<file path="src/rtl/hdmi_video_pkg.sv">
// Shared timing constants and enumerations for the HDMI pattern path.
package hdmi_video_pkg;

    // 640x480@60 raster timing
    localparam int unsigned VGA_HA  = 640;
    localparam int unsigned VGA_HFP = 16;
    localparam int unsigned VGA_HSW = 96;
    localparam int unsigned VGA_HBP = 48;
    localparam int unsigned VGA_VA  = 480;
    localparam int unsigned VGA_VFP = 10;
    localparam int unsigned VGA_VSW = 2;
    localparam int unsigned VGA_VBP = 33;

    typedef enum logic [1:0] {
        PAT_SMPTE,
        PAT_RAMP,
        PAT_CHECKER,
        PAT_SOLID
    } pattern_mode_e;

    typedef enum logic [1:0] {
        IDLE,
        RUN,
        DRAIN
    } vtc_state_e;

    // Total length of one raster axis (active + front porch + sync + back porch)
    function automatic int unsigned axis_total(
        input int unsigned act,
        input int unsigned fp,
        input int unsigned sw,
        input int unsigned bp
    );
        return act + fp + sw + bp;
    endfunction

endpackage

</file>
<file path="src/rtl/video_axis_counter.sv">
// One raster axis: a wrapping position counter plus look-ahead decodes.
// active/sync describe the value the counter takes at the coming edge, so the
// parent can register them in step with the counter itself.
module video_axis_counter #(
    parameter int unsigned MAX = 800,
    parameter int unsigned ACT = 640,
    parameter int unsigned FP  = 16,
    parameter int unsigned SW  = 96,
    localparam int unsigned W  = $clog2(MAX)
) (
    input  logic         clk,
    input  logic         rst,
    input  logic         inc,
    input  logic         clr,
    output logic [W-1:0] count,
    output logic         wrap,
    output logic         active,
    output logic         sync
);

    logic [W-1:0] count_reg;
    logic [W-1:0] count_next;
    logic [31:0]  next_wide;

    assign wrap  = (count_reg == W'(MAX - 1));
    assign count = count_reg;

    // Next position: clear wins over increment; increment wraps at MAX-1
    always_comb begin
        count_next = count_reg;
        if (clr) begin
            count_next = '0;
        end else if (inc) begin
            count_next = wrap ? '0 : count_reg + W'(1);
        end
        next_wide = 32'(count_next);
        active    = (next_wide < ACT);
        sync      = (next_wide >= ACT + FP) && (next_wide < ACT + FP + SW);
    end

    // Position register
    always_ff @(posedge clk) begin
        if (rst) begin
            count_reg <= '0;
        end else begin
            count_reg <= count_next;
        end
    end

endmodule

</file>
<file path="src/rtl/video_timing_controller.sv">
// Frame sequencer: raster counters, sync/DE decode, line/frame strobes and a
// frame-aligned pattern-mode handshake. Starts and stops on frame boundaries.
module video_timing_controller
    import hdmi_video_pkg::*;
#(
    parameter int unsigned HA        = VGA_HA,
    parameter int unsigned HFP       = VGA_HFP,
    parameter int unsigned HSW       = VGA_HSW,
    parameter int unsigned HBP       = VGA_HBP,
    parameter int unsigned VA        = VGA_VA,
    parameter int unsigned VFP       = VGA_VFP,
    parameter int unsigned VSW       = VGA_VSW,
    parameter int unsigned VBP       = VGA_VBP,
    parameter bit          HSYNC_POL = 1'b0,
    parameter bit          VSYNC_POL = 1'b0,
    parameter int unsigned MODE_W    = 2,
    localparam int unsigned HMAX     = axis_total(HA, HFP, HSW, HBP),
    localparam int unsigned VMAX     = axis_total(VA, VFP, VSW, VBP),
    localparam int unsigned HW       = $clog2(HMAX),
    localparam int unsigned VW       = $clog2(VMAX)
) (
    input  logic              clk,
    input  logic              rst,
    input  logic              i_en,
    input  logic [MODE_W-1:0] i_mode,
    input  logic              i_mode_valid,
    output logic              o_mode_ready,
    output logic [MODE_W-1:0] o_mode,
    output logic [HW-1:0]     o_hcount,
    output logic [VW-1:0]     o_vcount,
    output logic              o_hsync,
    output logic              o_vsync,
    output logic              o_de,
    output logic              o_line_start,
    output logic              o_frame_start,
    output logic              o_running
);

    vtc_state_e state_reg, state_next;

    logic h_inc, h_clr, v_inc, v_clr;
    logic h_wrap, v_wrap, h_act, v_act, h_sync, v_sync;

    logic running_next, line_start_next, frame_start_next, xfer;

    logic              hsync_reg, vsync_reg, de_reg;
    logic              line_start_reg, frame_start_reg, running_reg;
    logic [MODE_W-1:0] mode_reg, pend_mode_reg;
    logic              pend_valid_reg, ready_reg;

    video_axis_counter #(
        .MAX(HMAX), .ACT(HA), .FP(HFP), .SW(HSW)
    ) u_haxis (
        .clk(clk), .rst(rst), .inc(h_inc), .clr(h_clr),
        .count(o_hcount), .wrap(h_wrap), .active(h_act), .sync(h_sync)
    );

    video_axis_counter #(
        .MAX(VMAX), .ACT(VA), .FP(VFP), .SW(VSW)
    ) u_vaxis (
        .clk(clk), .rst(rst), .inc(v_inc), .clr(v_clr),
        .count(o_vcount), .wrap(v_wrap), .active(v_act), .sync(v_sync)
    );

    // Next state, counter control and look-ahead strobes for the next cycle
    always_comb begin
        state_next = state_reg;
        h_inc      = 1'b0;
        h_clr      = 1'b0;
        case (state_reg)
            IDLE: begin
                h_clr = 1'b1;
                if (i_en) state_next = RUN;
            end
            RUN: begin
                h_inc = 1'b1;
                if (!i_en) state_next = DRAIN;
            end
            DRAIN: begin
                h_inc = 1'b1;
                if (i_en) begin
                    state_next = RUN;
                end else if (h_wrap && v_wrap) begin
                    // last pixel of the frame: stop cleanly on the boundary
                    state_next = IDLE;
                    h_clr      = 1'b1;
                end
            end
            default: begin
                state_next = IDLE;
                h_clr      = 1'b1;
            end
        endcase
        v_inc = h_inc && h_wrap;
        v_clr = h_clr;

        running_next     = (state_next != IDLE);
        // leaving IDLE always lands on (0,0); otherwise zero follows a wrap
        line_start_next  = running_next && ((state_reg == IDLE) || h_wrap);
        frame_start_next = running_next && ((state_reg == IDLE) || (h_wrap && v_wrap));
        xfer             = i_mode_valid && ready_reg;
    end

    // State, decoded outputs and the mode handshake registers
    always_ff @(posedge clk) begin
        if (rst) begin
            state_reg       <= IDLE;
            hsync_reg       <= ~HSYNC_POL;
            vsync_reg       <= ~VSYNC_POL;
            de_reg          <= 1'b0;
            line_start_reg  <= 1'b0;
            frame_start_reg <= 1'b0;
            running_reg     <= 1'b0;
            mode_reg        <= '0;
            pend_mode_reg   <= '0;
            pend_valid_reg  <= 1'b0;
            ready_reg       <= 1'b1;
        end else begin
            state_reg       <= state_next;
            hsync_reg       <= (running_next && h_sync) ? HSYNC_POL : ~HSYNC_POL;
            vsync_reg       <= (running_next && v_sync) ? VSYNC_POL : ~VSYNC_POL;
            de_reg          <= running_next && h_act && v_act;
            line_start_reg  <= line_start_next;
            frame_start_reg <= frame_start_next;
            running_reg     <= running_next;

            // only a request already pending before this edge is applied, so
            // a transfer coinciding with the frame wrap waits one more frame
            if (frame_start_next && pend_valid_reg) begin
                mode_reg <= pend_mode_reg;
            end
            if (xfer) begin
                pend_valid_reg <= 1'b1;
                pend_mode_reg  <= i_mode;
            end else if (frame_start_next) begin
                pend_valid_reg <= 1'b0;
            end
            // ready reopens the cycle after the pending value is consumed
            ready_reg <= !pend_valid_reg && !xfer;
        end
    end

    assign o_hsync       = hsync_reg;
    assign o_vsync       = vsync_reg;
    assign o_de          = de_reg;
    assign o_line_start  = line_start_reg;
    assign o_frame_start = frame_start_reg;
    assign o_running     = running_reg;
    assign o_mode        = mode_reg;
    assign o_mode_ready  = ready_reg;

endmodule

</file>
<file path="config.mk">
export PLATFORM = sky130hd
export DESIGN_NAME = video_timing_controller
export DESIGN_NICKNAME = d
export VERILOG_FILES = /design/src/rtl/hdmi_video_pkg.sv /design/src/rtl/video_axis_counter.sv /design/src/rtl/video_timing_controller.sv
export SDC_FILE = /design/constraint.sdc
export NUM_CORES = 1
export LEC_CHECK = 0
export ABC_AREA = 1
export CAP_MARGIN = 25
export CORE_MARGIN = 2
export CORE_UTILIZATION = 40
export CTS_CLUSTER_SIZE = 16
export DETAILED_ROUTE_END_ITERATION = 6
export PLACE_DENSITY_LB_ADDON = 0.05
export RECOVER_POWER = 100
export SLEW_MARGIN = 0
export SYNTH_ARGS = -nofsm -noshare
export SYNTH_HDL_FRONTEND = slang
export SYNTH_HIERARCHICAL = 1
export SYNTH_SLANG_ARGS = --single-unit
export TNS_END_PERCENT = 50
</file>
<file path="constraint.sdc">
create_clock -name clk -period 2 [get_ports clk]
set_input_delay 0.4 -clock clk [delete_from_list [all_inputs] [get_ports clk]]
set_output_delay 0.4 -clock clk [all_outputs]
set_load 0.005 [all_outputs]
</file>
Word-level counts from Yosys, hierarchy flattened
Index checks and enable logic that the tools add are counted.

Bits of input ports: 6. Flip-flop bits (word level): 34. Bits in read-only memories: 0. Bits in writable memories: 0. Memories kept: 0. Latch bits: 0.

Shift-type cells: 0. $lt $le $gt $ge: 6. Mux-type cells: 19. Eq/ne operators: 4. Bitwise operators: 0. Div/mod/pow operators: 0. Reduce and logical (&&, ||, !) cells: 21. $add $sub $neg: 2. $mul: 0.

Operators with widths (number): two-way mux 10 bit (6); adder 10 x 1 -> 10 bit (second input constant) (2); == test 10 bit (second input constant) (2); < comparator 10 bit (second input constant) (2); < comparator 10 x 9 -> 1 bit (second input constant) (2); logical AND 1 bit (13); >= comparator 10 bit (second input constant) (1); >= comparator 10 x 9 -> 1 bit (second input constant) (1); two-way mux 2 bit (4); two-way mux 1 bit (7); case mux 2 bit (3 select lines) (1); nonzero test 2 bit (2); == test 2 x 1 -> 1 bit (second input constant) (1); == test 2 bit (second input constant) (1); zero test 1 bit (2); zero test 2 bit (1); logical OR 1 bit (2); case mux 1 bit (2 select lines) (1); OR reduction 2 bit (1).

Logic depth before layout (Yosys ltp)
Depth in word-level cells: 10. Gate-level depth with buffers: 19. Depth with buffers taken out: 18.

Hierarchy
Netlist, hierarchy kept.

By module, submodules not included: video_axis_counter (u_vaxis) (times used 1, cells an instance 107, area an instance 671.9 um^2); video_axis_counter (u_haxis) (times used 1, cells an instance 97, area an instance 645.6 um^2); video_timing_controller (times used 1, cells an instance 79, area an instance 613.1 um^2).

Least setup slack after synthesis
OpenSTA, ideal clock, no wires.

Path type: register to register. From: register u_haxis.count_reg[0] (netlist: u_haxis/count[0]). To: register hsync_reg (netlist: o_hsync). Setup slack: -0.005 ns. Clock period less this slack: 2.005 ns. Cell stages (with the launch flop): 15. Arrival: 1.892 ns. Path through: dfxtp_1 ha_1 nand2_2 nor2_4 nand2_1 inv_1 nand2_2 a21oi_1 inv_1 nand2_1 nor2_1 nand2_1 nand2_1 nor2_1 nand2_1.

Word-level cells in the longest chain between the ends: 10. Elaborated cells on any way between the ends: 18.

RTL lines: from (decl) (RTL line video_axis_counter.sv:21) `logic [W-1:0] count_reg;`; from (signal assigned) (RTL line video_axis_counter.sv:46) `count_reg <= count_next;`; == test 10 bit * (RTL line video_axis_counter.sv:25) `assign wrap = (count_reg == W'(MAX - 1));`; via h_wrap (RTL line video_timing_controller.sv:42) `logic h_wrap, v_wrap, h_act, v_act, h_sync, v_sync;`; logical AND 1 bit * (RTL line video_timing_controller.sv:83) `end else if (h_wrap && v_wrap) begin`; two-way mux 1 bit * (RTL line video_timing_controller.sv:83); two-way mux 1 bit * (RTL line video_timing_controller.sv:81) `if (i_en) begin`; case mux 1 bit (2 select lines) * (RTL line video_timing_controller.sv:70) `case (state_reg)`; via h_clr (RTL line video_timing_controller.sv:41) `logic h_inc, h_clr, v_inc, v_clr;`; two-way mux 10 bit * (RTL line video_axis_counter.sv:31) `if (clr) begin`; >= comparator 10 bit / < comparator 10 bit (equally long branches) (RTL line video_axis_counter.sv:38) `sync = (next_wide >= ACT + FP) && (next_wide < ACT + FP + SW);`; logical AND 1 bit * (RTL line video_axis_counter.sv:38); via h_sync (RTL line video_timing_controller.sv:42); logical AND 1 bit * (RTL line video_timing_controller.sv:120) `hsync_reg <= (running_next && h_sync) ? HSYNC_POL : ~HSYNC_POL;`; two-way mux 1 bit * (RTL line video_timing_controller.sv:120); to (signal assigned) (RTL line video_timing_controller.sv:108) `hsync_reg <= ~HSYNC_POL;`; to (signal assigned) (RTL line video_timing_controller.sv:120); to (decl) (RTL line video_timing_controller.sv:46) `logic hsync_reg, vsync_reg, de_reg;`.

Mark *: on every way through the listed nets, which the timed path passes. The rest lies on a longest branch. A chain may end at the register's enable or synchronous reset.

Worst setup path in the final report
From: register u_vaxis.count_reg[0] (netlist: u_vaxis/count[0]). To: register hsync_reg (netlist: o_hsync).

Word-level cells in the longest chain between the ends: 10. Elaborated cells on any way between the ends: 15.

RTL lines (RTL line): from (decl) (video_axis_counter.sv:21); from (signal assigned) (video_axis_counter.sv:46); == test 10 bit * (video_axis_counter.sv:25); via v_wrap (video_timing_controller.sv:42); logical AND 1 bit * (video_timing_controller.sv:83); two-way mux 1 bit * (video_timing_controller.sv:83); two-way mux 1 bit * (video_timing_controller.sv:81); case mux 1 bit (2 select lines) * (video_timing_controller.sv:70); via h_clr (video_timing_controller.sv:41); two-way mux 10 bit * (video_axis_counter.sv:31); >= comparator 10 bit / < comparator 10 bit (equally long branches) (video_axis_counter.sv:38); logical AND 1 bit * (video_axis_counter.sv:38); via h_sync (video_timing_controller.sv:42); logical AND 1 bit * (video_timing_controller.sv:120); two-way mux 1 bit * (video_timing_controller.sv:120).

Marks and branches as above.

==> impl_metrics.json <==
{
  "status": "completed",
  "endpoint_kind": "register",
  "htreeDepth": 2,
  "synth-seq-cells": 34,
  "crit_path_cell_trace": "inv_1 > ha_1 > nand2_1 > nor2_2 > and3_1 > nand2_2 > a21oi_4 > nor2_1 > o21ai_0 > nor2_1 > nand2_1 > nand2_1 > nor2_1 > nand2_1",
  "slew_headroom": 0.766,
  "place_congestion": 0.809,
  "worstSetupStartpoint": "u_vaxis/count[0]",
  "grt_pass1_wl_um": 7690,
  "clockBufferDepth": 2,
  "cts.sinks": 34,
  "grt_pass1_vias": 1788,
  "fin_crit_ns": 1.83,
  "root_buffer": "clkbuf_8",
  "worst_slew_pin_slew_ns": 0.348,
  "portBuffers": 34,
  "slowest_stage": "dfxtp_1",
  "cts_inserted_buffers": 5,
  "drc_errors": 0,
  "synth_nets": 296,
  "cp-start-kind": "register",
  "drv_slew": 0,
  "die_area_um2": 5400,
  "diodes": 0,
  "fin_nets": 375,
  "critPathMostFrequentCell": "nand2_1",
  "irDropWorstVdd_v": 0.000280,
  "fin_ws_ns": 0.170,
  "grtUsageTotal": 0.186,
  "insertion_delay_ns": 0.30,
  "postCtsHoldBufs": 0,
  "vias": 1916,
  "wl_per_cell_um": 11.2,
  "fp.dieW_um": 73.5,
  "critical_path.max_fanout": 5,
  "slowest_delay_ns": 0.31,
  "dr.pass1.iters": 4,
  "crit_family": "simple AND/OR/NAND/NOR gates",
  "power.density_nw_per_um2": 599,
  "tritoncts": "yes",
  "vias_per_cell": 4.59,
  "areaGrowthSynthToFinish_pct": 48.9,
  "drive_gt1_frac": 0.303,
  "min_path_type": "register to register",
  "netlist_area_um2": 1930,
  "antenna_found_initial": 0,
  "grt_max_degree": 13,
  "fin_crit_sh": 0.915,
  "start_util": 0.411,
  "die_y_um": 73.5,
  "yosysWarnings": 6,
  "hold_viol_final": 0,
  "drtIter0Drc": 58,
  "wl_um": 4680,
  "timing.critical_path.buf_inv": 1,
  "synth.distinct_cells": 30,
  "r2r-start": "u_vaxis/count[0]",
  "syn_area_per_cell_um2": 6.82,
  "holdWs_ns": 0.464,
  "cp_data_arrival_time_ns": 2.02,
  "final_cell_mix": "59 x nand2_1, 47 x nor2_1, 41 x buf_4",
  "hp-start": "pend_mode_reg[0]",
  "clock_skew_ns": 0.00602,
  "critPathKind": "register to register",
  "p_leak_nw": 1.30,
  "core_um2": 4690,
  "maxCapViolations": 0,
  "io_pins": 35,
  "setup-violations-final": 0,
  "place_ws_ns": -0.0439,
  "power_mw": 1.72,
  "overflow": 0,
  "final_common_cell": "nand2_1",
  "hpwl_um": 3590,
  "rows": 25,
  "clk_pin_slew_worst_paths_ns": 0.07,
  "syn-instance-count": 283,
  "ant_nets": 0,
  "yosysSeqAreaShare": 0.353,
  "rsz0062_at_grt": "true",
  "worstPathRequired_ns": 2.19,
  "fmax_ghz": 0.546
}
==> routing by layer <==
metal / global-route usage / part of all wire / vias to the layer above
met2: 0.313 / 0.49 / 46
met4: 0.0788 / 0.019 / 0
li1: - / - / 1027
met1: 0.228 / 0.45 / 836
met3: 0.0412 / 0.039 / 7
met5: 0 / 0 / -
==> final cells by class <==
type	instances	area (um2)
clock buffers	5	68.8
well taps	54	67.6
multi-input cells	199	1150
flip-flops and latches	34	686
inverters	47	181
repair buffers	75	648
clock inverters	3	68.8
fillers	455	1820
==> where the power goes <==
part           switching [mW]  internal [mW]  total (mW)
registers              0.0132          0.704       0.717
logic                   0.130          0.101       0.230
clock network           0.275          0.499       0.775
==> Yosys cell counts, drive strengths merged <==
master,count,area [um2]
nor3,7,50.1
xnor2,1,8.76
or2,2,15.0
and3,1,6.26
nor2,57,249
a21oi,7,35.0
inv,47,176
o21ai,7,38.8
o21bai,1,7.51
ha,7,87.6
nand3b,1,7.51
nand4,7,50.1
nand3,19,115
dfxtp,34,681
xor2,3,33.8
nand2,78,333
nor4,1,6.26
buf,3,30.0
==> worst reg2reg max path, cell delays in order (launching register included) <==
cell and delay, ns:
dfxtp_1 0.31, inv_1 0.05, ha_1 0.13, nand2_1 0.06
nor2_2 0.11, and3_1 0.18, nand2_2 0.09, a21oi_4 0.22
nor2_1 0.07, o21ai_0 0.15, nor2_1 0.08, nand2_1 0.07
nand2_1 0.05, nor2_1 0.10, nand2_1 0.06
==> stage by stage <==
step,setup TNS (ns),utilization,cells,area (um2)
after floorplan,0,-,283,1930
after global placement,-0.0335,0.552,405,2590
after detailed placement,-0.231,0.552,405,2590
after CTS,0,0.581,413,2730
after global routing,-0.0410,0.613,417,2880
final,0,0.613,417,2880
==> final timing paths <==
check | end | cells after the start | slack, ns
max | o_hsync | 14 | 0.17
min | pend_mode_reg[0] | 2 | 0.46
max reg2reg | o_hsync | 14 | 0.17
min reg2reg | pend_mode_reg[0] | 2 | 0.46
==> cells by family after synthesis <==
logic type / synth area share
buffers and inverters: 0.107
AND/OR/NAND/NOR: 0.431
flip-flops: 0.353
AO/OA/AOI/OAI: 0.0421
XOR/XNOR: 0.0220
adder cells (fa/ha/maj): 0.0454
==> repair_timing <==
item | in CTS | in global routing
buffers inserted | 0 | 4
resized for setup | 1 | 34
pin swaps | 0 | 13
endpoints found under the hold margin | 0 | 0
setup endpoints to repair | 2 | 13
Note: power is estimated with default switching activity, not from simulation.
